$ cat src/rtl/id_ex_reg_pkg.sv
// Shared types for the ID/EX pipeline register: FSM states, control-word layout and the bubble word.
// Widths normally come from Const.svh; the guarded defaults below keep a standalone build complete.
`ifndef CTRL_WID
`define CTRL_WID 12
`endif
`ifndef DATA_WID
`define DATA_WID 32
`endif

package id_ex_reg_pkg;

    typedef enum logic [1:0] {
        RUN    = 2'd0,
        BUBBLE = 2'd1,
        HALT   = 2'd2
    } state_t;

    localparam int CTRL_MEMREAD_BIT = 2;
    localparam logic [`CTRL_WID-1:0] CTRL_BUBBLE = '0;

    // Everything the EX stage sees, kept as one word so hold/bubble/capture are single assignments.
    typedef struct packed {
        logic                 valid;
        logic [`CTRL_WID-1:0] ctrl;
        logic [`DATA_WID-1:0] pc;
        logic [`DATA_WID-1:0] rs1_data;
        logic [`DATA_WID-1:0] rs2_data;
        logic [`DATA_WID-1:0] imm;
        logic [4:0]           rs1;
        logic [4:0]           rs2;
        logic [4:0]           rd;
        logic                 branch;
        logic                 predict;
        logic                 ujtype;
        logic                 excp;
    } ex_word_t;

    function automatic ex_word_t bubble_word();
        ex_word_t w;
        w      = '0;
        w.ctrl = CTRL_BUBBLE;
        return w;
    endfunction

endpackage

$ cat src/rtl/id_ex_reg_hazard_detect.sv
// Load-use compare: a load in EX whose destination is read by the instruction in decode.
module hazard_detect (
    input  logic       ex_valid,
    input  logic       ex_memread,
    input  logic [4:0] ex_rd,
    input  logic       id_valid,
    input  logic [4:0] id_rs1,
    input  logic [4:0] id_rs2,
    output logic       load_use
);

    assign load_use = ex_valid & ex_memread & (ex_rd != 5'd0) & id_valid
                    & ((ex_rd == id_rs1) | (ex_rd == id_rs2));

endmodule

$ cat src/rtl/id_ex_reg.sv
// ID/EX pipeline register with stall, flush, load-use bubble and ecall halt/resume.
// Load-use detection is built only when LOAD_USE_DETECT_EN is defined.
`ifndef CTRL_WID
`define CTRL_WID 12
`endif
`ifndef DATA_WID
`define DATA_WID 32
`endif

module id_ex_reg
    import id_ex_reg_pkg::*;
(
    input  logic                 clk,
    input  logic                 rst,
    input  logic                 valid_i,
    input  logic [`CTRL_WID-1:0] ctrl_i,
    input  logic [`DATA_WID-1:0] pc_i,
    input  logic [`DATA_WID-1:0] rs1_data_i,
    input  logic [`DATA_WID-1:0] rs2_data_i,
    input  logic [`DATA_WID-1:0] imm_i,
    input  logic [4:0]           rs1_i,
    input  logic [4:0]           rs2_i,
    input  logic [4:0]           rd_i,
    input  logic                 branch_i,
    input  logic                 predict_i,
    input  logic                 ujtype_i,
    input  logic                 excp_i,
    input  logic                 stall_i,
    input  logic                 flush_i,
    input  logic                 resume_i,
    output logic                 valid_o,
    output logic [`CTRL_WID-1:0] ctrl_o,
    output logic [`DATA_WID-1:0] pc_o,
    output logic [`DATA_WID-1:0] rs1_data_o,
    output logic [`DATA_WID-1:0] rs2_data_o,
    output logic [`DATA_WID-1:0] imm_o,
    output logic [4:0]           rs1_o,
    output logic [4:0]           rs2_o,
    output logic [4:0]           rd_o,
    output logic                 branch_o,
    output logic                 predict_o,
    output logic                 ujtype_o,
    output logic                 excp_o,
    output logic                 hold_o
);

    state_t   state_reg, state_next;
    ex_word_t ex_reg, ex_next;
    ex_word_t in_word;
    logic     load_use;

    assign in_word = '{valid: valid_i, ctrl: ctrl_i, pc: pc_i, rs1_data: rs1_data_i,
                       rs2_data: rs2_data_i, imm: imm_i, rs1: rs1_i, rs2: rs2_i, rd: rd_i,
                       branch: branch_i, predict: predict_i, ujtype: ujtype_i, excp: excp_i};

`ifdef LOAD_USE_DETECT_EN
    hazard_detect u_hazard_detect (
        .ex_valid   (ex_reg.valid),
        .ex_memread (ex_reg.ctrl[CTRL_MEMREAD_BIT]),
        .ex_rd      (ex_reg.rd),
        .id_valid   (valid_i),
        .id_rs1     (rs1_i),
        .id_rs2     (rs2_i),
        .load_use   (load_use)
    );
`else
    assign load_use = 1'b0;
`endif

    // Priority: flush > stall > halt > load-use > capture.
    always_comb begin
        ex_next    = ex_reg;
        state_next = state_reg;
        if (flush_i) begin
            ex_next = bubble_word();
            if (state_reg == BUBBLE || (state_reg == HALT && resume_i))
                state_next = RUN;
        end else if (!stall_i) begin
            if (state_reg == HALT) begin
                ex_next = bubble_word();
                if (resume_i)
                    state_next = RUN;
            end else if (load_use && state_reg == RUN) begin
                ex_next    = bubble_word();
                state_next = BUBBLE;
            end else begin
                // The held instruction after a bubble is captured here without re-checking.
                ex_next    = in_word;
                state_next = (valid_i && excp_i) ? HALT : RUN;
            end
        end
    end

    always_ff @(posedge clk or posedge rst) begin
        if (rst) begin
            state_reg <= RUN;
            ex_reg    <= '0;
        end else begin
            state_reg <= state_next;
            ex_reg    <= ex_next;
        end
    end

    assign hold_o     = stall_i | (state_reg == HALT) | load_use;
    assign valid_o    = ex_reg.valid;
    assign ctrl_o     = ex_reg.ctrl;
    assign pc_o       = ex_reg.pc;
    assign rs1_data_o = ex_reg.rs1_data;
    assign rs2_data_o = ex_reg.rs2_data;
    assign imm_o      = ex_reg.imm;
    assign rs1_o      = ex_reg.rs1;
    assign rs2_o      = ex_reg.rs2;
    assign rd_o       = ex_reg.rd;
    assign branch_o   = ex_reg.branch;
    assign predict_o  = ex_reg.predict;
    assign ujtype_o   = ex_reg.ujtype;
    assign excp_o     = ex_reg.excp;

endmodule

$ cat config.mk
export PLATFORM = sky130hd
export DESIGN_NAME = id_ex_reg
export DESIGN_NICKNAME = d
export VERILOG_FILES = /design/src/rtl/id_ex_reg_pkg.sv /design/src/rtl/id_ex_reg_hazard_detect.sv /design/src/rtl/id_ex_reg.sv
export SDC_FILE = /design/constraint.sdc
export NUM_CORES = 1
export LEC_CHECK = 0
export ABC_CLOCK_PERIOD_IN_PS = 5020
export CAP_MARGIN = 30
export CORE_ASPECT_RATIO = 0.5
export CORE_MARGIN = 2
export CORE_UTILIZATION = 38
export DETAILED_ROUTE_END_ITERATION = 7
export PLACE_DENSITY = 0.73
export SYNTH_ARGS = -nofsm -noshare
export SYNTH_HDL_FRONTEND = slang
export SYNTH_SLANG_ARGS = --single-unit
$ cat constraint.sdc
create_clock -name clk -period 5.02 [get_ports clk]
set_clock_uncertainty 0.15 [all_clocks]
set_input_delay 0.753 -clock clk [delete_from_list [all_inputs] [get_ports clk]]
set_output_delay 0.753 -clock clk [all_outputs]
set_load 0.1 [all_outputs]
# ---- After elaboration in Yosys (flattened, before gate mapping)
# Index checks and enable logic that the tools add are counted.
dict set report totals {
  reg_bits 162
  out_inout_bits 161
}
dict set report classes {
  n_bitwise 1
  eq_ne 5
  n_reduce_logical 4
  mux 9
}
# cell count
set op_table {}
lappend op_table {{two-way mux 160 bit} 3}
lappend op_table {{two-way mux 2 bit} 6}
lappend op_table {{inequality test 2 x 1 -> 1 bit, second input constant} 2}
lappend op_table {{inequality test 3 bit, second input constant} 1}
lappend op_table {{AND reduction 3 bit} 1}
lappend op_table {{== test 2 x 1 -> 1 bit, second input constant} 1}
lappend op_table {{== test 2 bit, second input constant} 1}
lappend op_table {{logical AND 1 bit} 2}
lappend op_table {{logical OR 1 bit} 1}
lappend op_table {{OR 1 bit} 1}

# ---- Depth between registers and ports, before layout
dict set report logic_depth {
  word_depth 5
  ltp_mapped 6
  ltp_nobuf 2
}

# ---- Worst setup path after synthesis
# OpenSTA, ideal clock, no wires.
dict set report synth_path {
  kind {input-to-output}
  start {in stall_i}
  end {out hold_o}
  required_ps 4117
  arrival_time_ps 1656
  stages 4
  path_slack_ps 2461
  cell_sequence {buf_6 > buf_2 > buf_2 > or2_2}
}
dict set report synth_between {
  elab_chain_cells 1
}
# element line_no
set synth_lines {}
lappend synth_lines {{from (decl)} id_ex_reg.sv:28} ;# input logic stall_i,
lappend synth_lines {{OR 1 bit} id_ex_reg.sv:104} ;# assign hold_o = stall_i | (state_reg == HALT) | load_use;
lappend synth_lines {{to (decl)} id_ex_reg.sv:44} ;# output logic hold_o
# Every way passes these cells.

# ---- Worst setup path after layout
dict set report layout_path {
  start {reg state_reg[1]}
  end {out hold_o}
}
dict set report layout_between {
  elab_chain_cells 2
}
# element line_no
set layout_lines {}
lappend layout_lines {{from (decl)} id_ex_reg.sv:47} ;# state_t state_reg, state_next;
lappend layout_lines {{from (signal assigned)} id_ex_reg.sv:99} ;# state_reg <= state_next;
lappend layout_lines {{== test 2 bit} id_ex_reg.sv:104}
lappend layout_lines {{OR 1 bit} id_ex_reg.sv:104}
# Every way passes these cells.

==> parameters.txt <==
Parameter                              Value

Global route
  Global router's overall resource usage ... 20.8%
  Gr ovfl total ... 0
  Wire length of the first global-routing pass ... ~33000 um
  Number of antenna violations at the first check in global routing ... 0
  Largest net degree at the start of global routing ... between 200 and 300
  Number of global-route vias before repair ... approximately 6100

Floorplanning
  Initial core utilization ... 39.0%
  Width of the chip ... slightly below 200 um
  Row count ... 35
  Core area ... between 15000 and 20000 um2
  DIE HEIGHT ... around 100 um
  IO Count ... 326
  Total die area ... about 20000 um2

Pwr
  Pwr dens ... approximately 350 nW/um2
  Switching power total ... 1.42 mW
  Switching power as a share of total power ... about 37%
  Combinational power share ... 29.6%
  Register share of total power ... about 37%
  Internal cell power ... approximately 2.5 mW
  Overall power consumption ... a little under 4 mW
  Leakage component of the power ... 4.61 nW
  Proportion of power drawn by the clock network ... around a third
  Peak supply drop ... 0.000231 V

Routing
  Detailed-route wire length per cell ... roughly 17 um
  Final routed DRC violation total ... 0
  Count of TritonRoute iterations in the first routing pass ... 4
  Via count ... ~6300
  Via density per instance ... roughly 4.9
  Number of violations reported at the end of detailed-routing iteration 0 ... roughly 250
  Total wirelength of the detailed-routed design ... roughly 21000 um
  Count of antenna-violating nets left after detailed routing ... 0

Placement
  Port Buffer Count ... between 300 and 400
  Final Wtd Congestion ... about 0.77
  Final HPWL DP ... between 10000 and 15000 um
  Placement Cell Area ... between 10000 and 15000 um2

Layout
  Area added between synthesis and finish ... 55.3%
  Antenna cell count ... 0
  Fraction of final layout cells with drive strength greater than 1 ... between 4 and 5%
  Net count reported at finish ... roughly 1200
  Post-route design area ... between 10000 and 15000 um2

Min path
  Launch instance of the worst min-delay path ... rs2_data_o[17]
  Hold path cells ... 2
  Worst min-delay path category ... reg2reg

Timing
  Time the final worst path needs with I/O delays and setup ... roughly 3500 ps
  Setup repair after global routing missed its margin ... no
  Transition time at the pin with the least slew margin ... roughly 1000 ps
  Final setup violation count ... 0
  Number of hold violations in the final report ... 0
  Final Slew Violations ... 0
  Worst-case headroom to the max-slew limit ... between 20% and 30%
  Fin crit share ... 69.9%
  Fmax ... around 290 MHz
  Total negative slack for setup checks ... 0 ps

Synthesis
  Primary flip-flop cell chosen by synthesis mapping ... sky130_fd_sc_hd__dfrtp_1
  Commonest cells in the netlist ... 161 x sky130_fd_sc_hd__dfrtp_1, 160 x sky130_fd_sc_hd__a21oi_1, 160 x sky130_fd_sc_hd__nand2_1, 160 x sky130_fd_sc_hd__or3b_1, 47 x sky130_fd_sc_hd__clkbuf_1
  Number of nets in the synthesized netlist ... approximately 880
  Cell with the most instances after synthesis ... sky130_fd_sc_hd__dfrtp_1
  Cell area after synthesis ... between 7000 and 8000 um2
  Number of enable-type register cells in the synthesized netlist ... 0
  Biggest area contributors in the synthesized netlist ... sky130_fd_sc_hd__dfrtp_1 56%, sky130_fd_sc_hd__or3b_1 19%, sky130_fd_sc_hd__a21oi_1 11%
  Library cells used by synthesis ... 14
  Share of async-settable or async-resettable flops after synthesis ... 100%
  Warnings from Yosys ... 0
  Share of the synthesized area in the top cell type ... between 50% and 60%
  Sequential share of the synthesized area ... a little under three fifths
  Number of synthesized register bits ... 161
  Average cell area after synthesis ... around 10 um2
  Post-synthesis cell type with the largest combined area ... sky130_fd_sc_hd__dfrtp_1
  Synthesized netlist cell count ... approximately 720

Worst setup path
  Critical Path RT ... just over 4000 ps
  CP Class ... reg2out
  Number of cell instances on the worst register-to-register path ... 3
  Critical Path Source ... state_reg[1]
  Worst R2R Start ... state_reg[1]
  Crit path max fanout ... between 70 and 80
  CP Launch Type ... register
  Arrival time of data at the critical path endpoint ... approximately 2600 ps
  Flop2flop setup slack ... roughly 2800 ps
  Crit path capture type ... primary output

Clock network
  Number of CTS-inserted buffers ... 17
  Count of hold buffers inserted by post-cts repair ... 0
  Resize count post-CTS ... 0
  Root buffer cell ... sky130_fd_sc_hd__clkbuf_16
  Skew-Pair Late Insertion Delay ... slightly above 400 ps
  Max Root-Sink Buffers ... 2
  CTS tree ... done
  Clock-pin slew on the worst setup and hold paths ... 60 ps
  Number of buffers inserted by post-CTS setup repair ... 0
  Total number of H-tree levels ... 4
  TritonCTS Sinks ... about 160

Outcome
  Result of the run ... finished, final reports clean

Job
  Max Cap Viol ... 0
through the flow:
| stage | setup WS (ps) | std cells | hold WS, ps | util [%] |
|---|---|---|---|---|
| 2_1_floorplan | 2070 | 719 | 628 | - |
| 5_1_grt | 1400 | 1270 | 386 | 60.6 |
| 6_report | 1510 | 1270 | 367 | 60.6 |
| 3_3_place_gp | 1680 | 1235 | 356 | 57.0 |
| 4_1_cts | 1460 | 1270 | 371 | 60.6 |
| 3_5_place_dp | 1670 | 1238 | 362 | 57.4 |
cell type report:
cell class | instances | area [um2]
Fill cell | 1595 | 7290
Sequential cell | 161 | 4030
Timing Repair Buffer | 332 | 3400
Multi-Input combinational cell | 485 | 2840
Clock buffer | 18 | 429
Tap cell | 259 | 324
Clock inverter | 14 | 155
Inverter | 1 | 7.51
worst max-delay path, cell delays in order (launching register included):
cell and delay, ps:
sky130_fd_sc_hd__dfrtp_4 850, sky130_fd_sc_hd__or2_2 220, sky130_fd_sc_hd__clkdlybuf4s50_1 1120
metal layers:
layer	up-vias	global-route usage (%)	share of wire, %
met4	0	7.86	3.1
met1	3033	25.5	42
met2	148	36.8	51
met5	-	0	0
li1	3038	-	-
met3	40	4.26	3.8
final timing paths:
check | endpoint
worst max-delay path | hold_o
worst min-delay path | rs2_data_o[17]
worst max register to register | rs2_o[1]
worst min register to register | rs2_data_o[17]
max in group asynchronous | state_reg[1]
min in group asynchronous | imm_o[0]
cells by family (layout without fill, tap and decap cells):
group,after synthesis,count (layout),synth area share [%]
AO/OA/AOI/OAI,161,161,11.2
buffers and inverters,73,365,4.67
AND/OR/NAND/NOR,324,324,28.2
flip-flops,161,161,55.9
power by group through the flow:
stage | Sequential, mW | Combinational [mW] | Clock, mW
after floorplan | 2.01 | 0.242 | 0
after global routing | 1.45 | 1.20 | 1.40
final | 1.43 | 1.15 | 1.29
after detailed placement | 1.46 | 1.15 | 0
after CTS | 1.43 | 1.16 | 1.34
after global placement | 1.46 | 1.14 | 0
cells in the final DEF (no fill, tap or decap):
cell type | synthesis | routed
sky130_fd_sc_hd__buf_4 | 0 | 2
sky130_fd_sc_hd__or2_2 | 1 | 1
sky130_fd_sc_hd__clkinv_4 | 0 | 2
sky130_fd_sc_hd__buf_12 | 0 | 3
sky130_fd_sc_hd__dfrtp_4 | 0 | 1
sky130_fd_sc_hd__bufinv_16 | 0 | 2
sky130_fd_sc_hd__buf_16 | 0 | 3
sky130_fd_sc_hd__and3b_1 | 1 | 1
sky130_fd_sc_hd__clkbuf_16 | 0 | 17
sky130_fd_sc_hd__inv_8 | 0 | 1
sky130_fd_sc_hd__clkdlybuf4s50_1 | 0 | 323
sky130_fd_sc_hd__clkinv_2 | 0 | 2
sky130_fd_sc_hd__nor4b_1 | 1 | 1
sky130_fd_sc_hd__clkbuf_1 | 47 | 1
sky130_fd_sc_hd__a211o_1 | 1 | 1
sky130_fd_sc_hd__dfrtp_1 | 161 | 160
sky130_fd_sc_hd__nor2b_1 | 1 | 1
sky130_fd_sc_hd__inv_6 | 0 | 3
sky130_fd_sc_hd__clkinvlp_4 | 0 | 5
sky130_fd_sc_hd__or3b_1 | 160 | 160
sky130_fd_sc_hd__nand2_1 | 160 | 160
sky130_fd_sc_hd__clkbuf_8 | 0 | 1
sky130_fd_sc_hd__a21oi_1 | 160 | 160
Note: power is estimated with default switching activity, not from simulation.
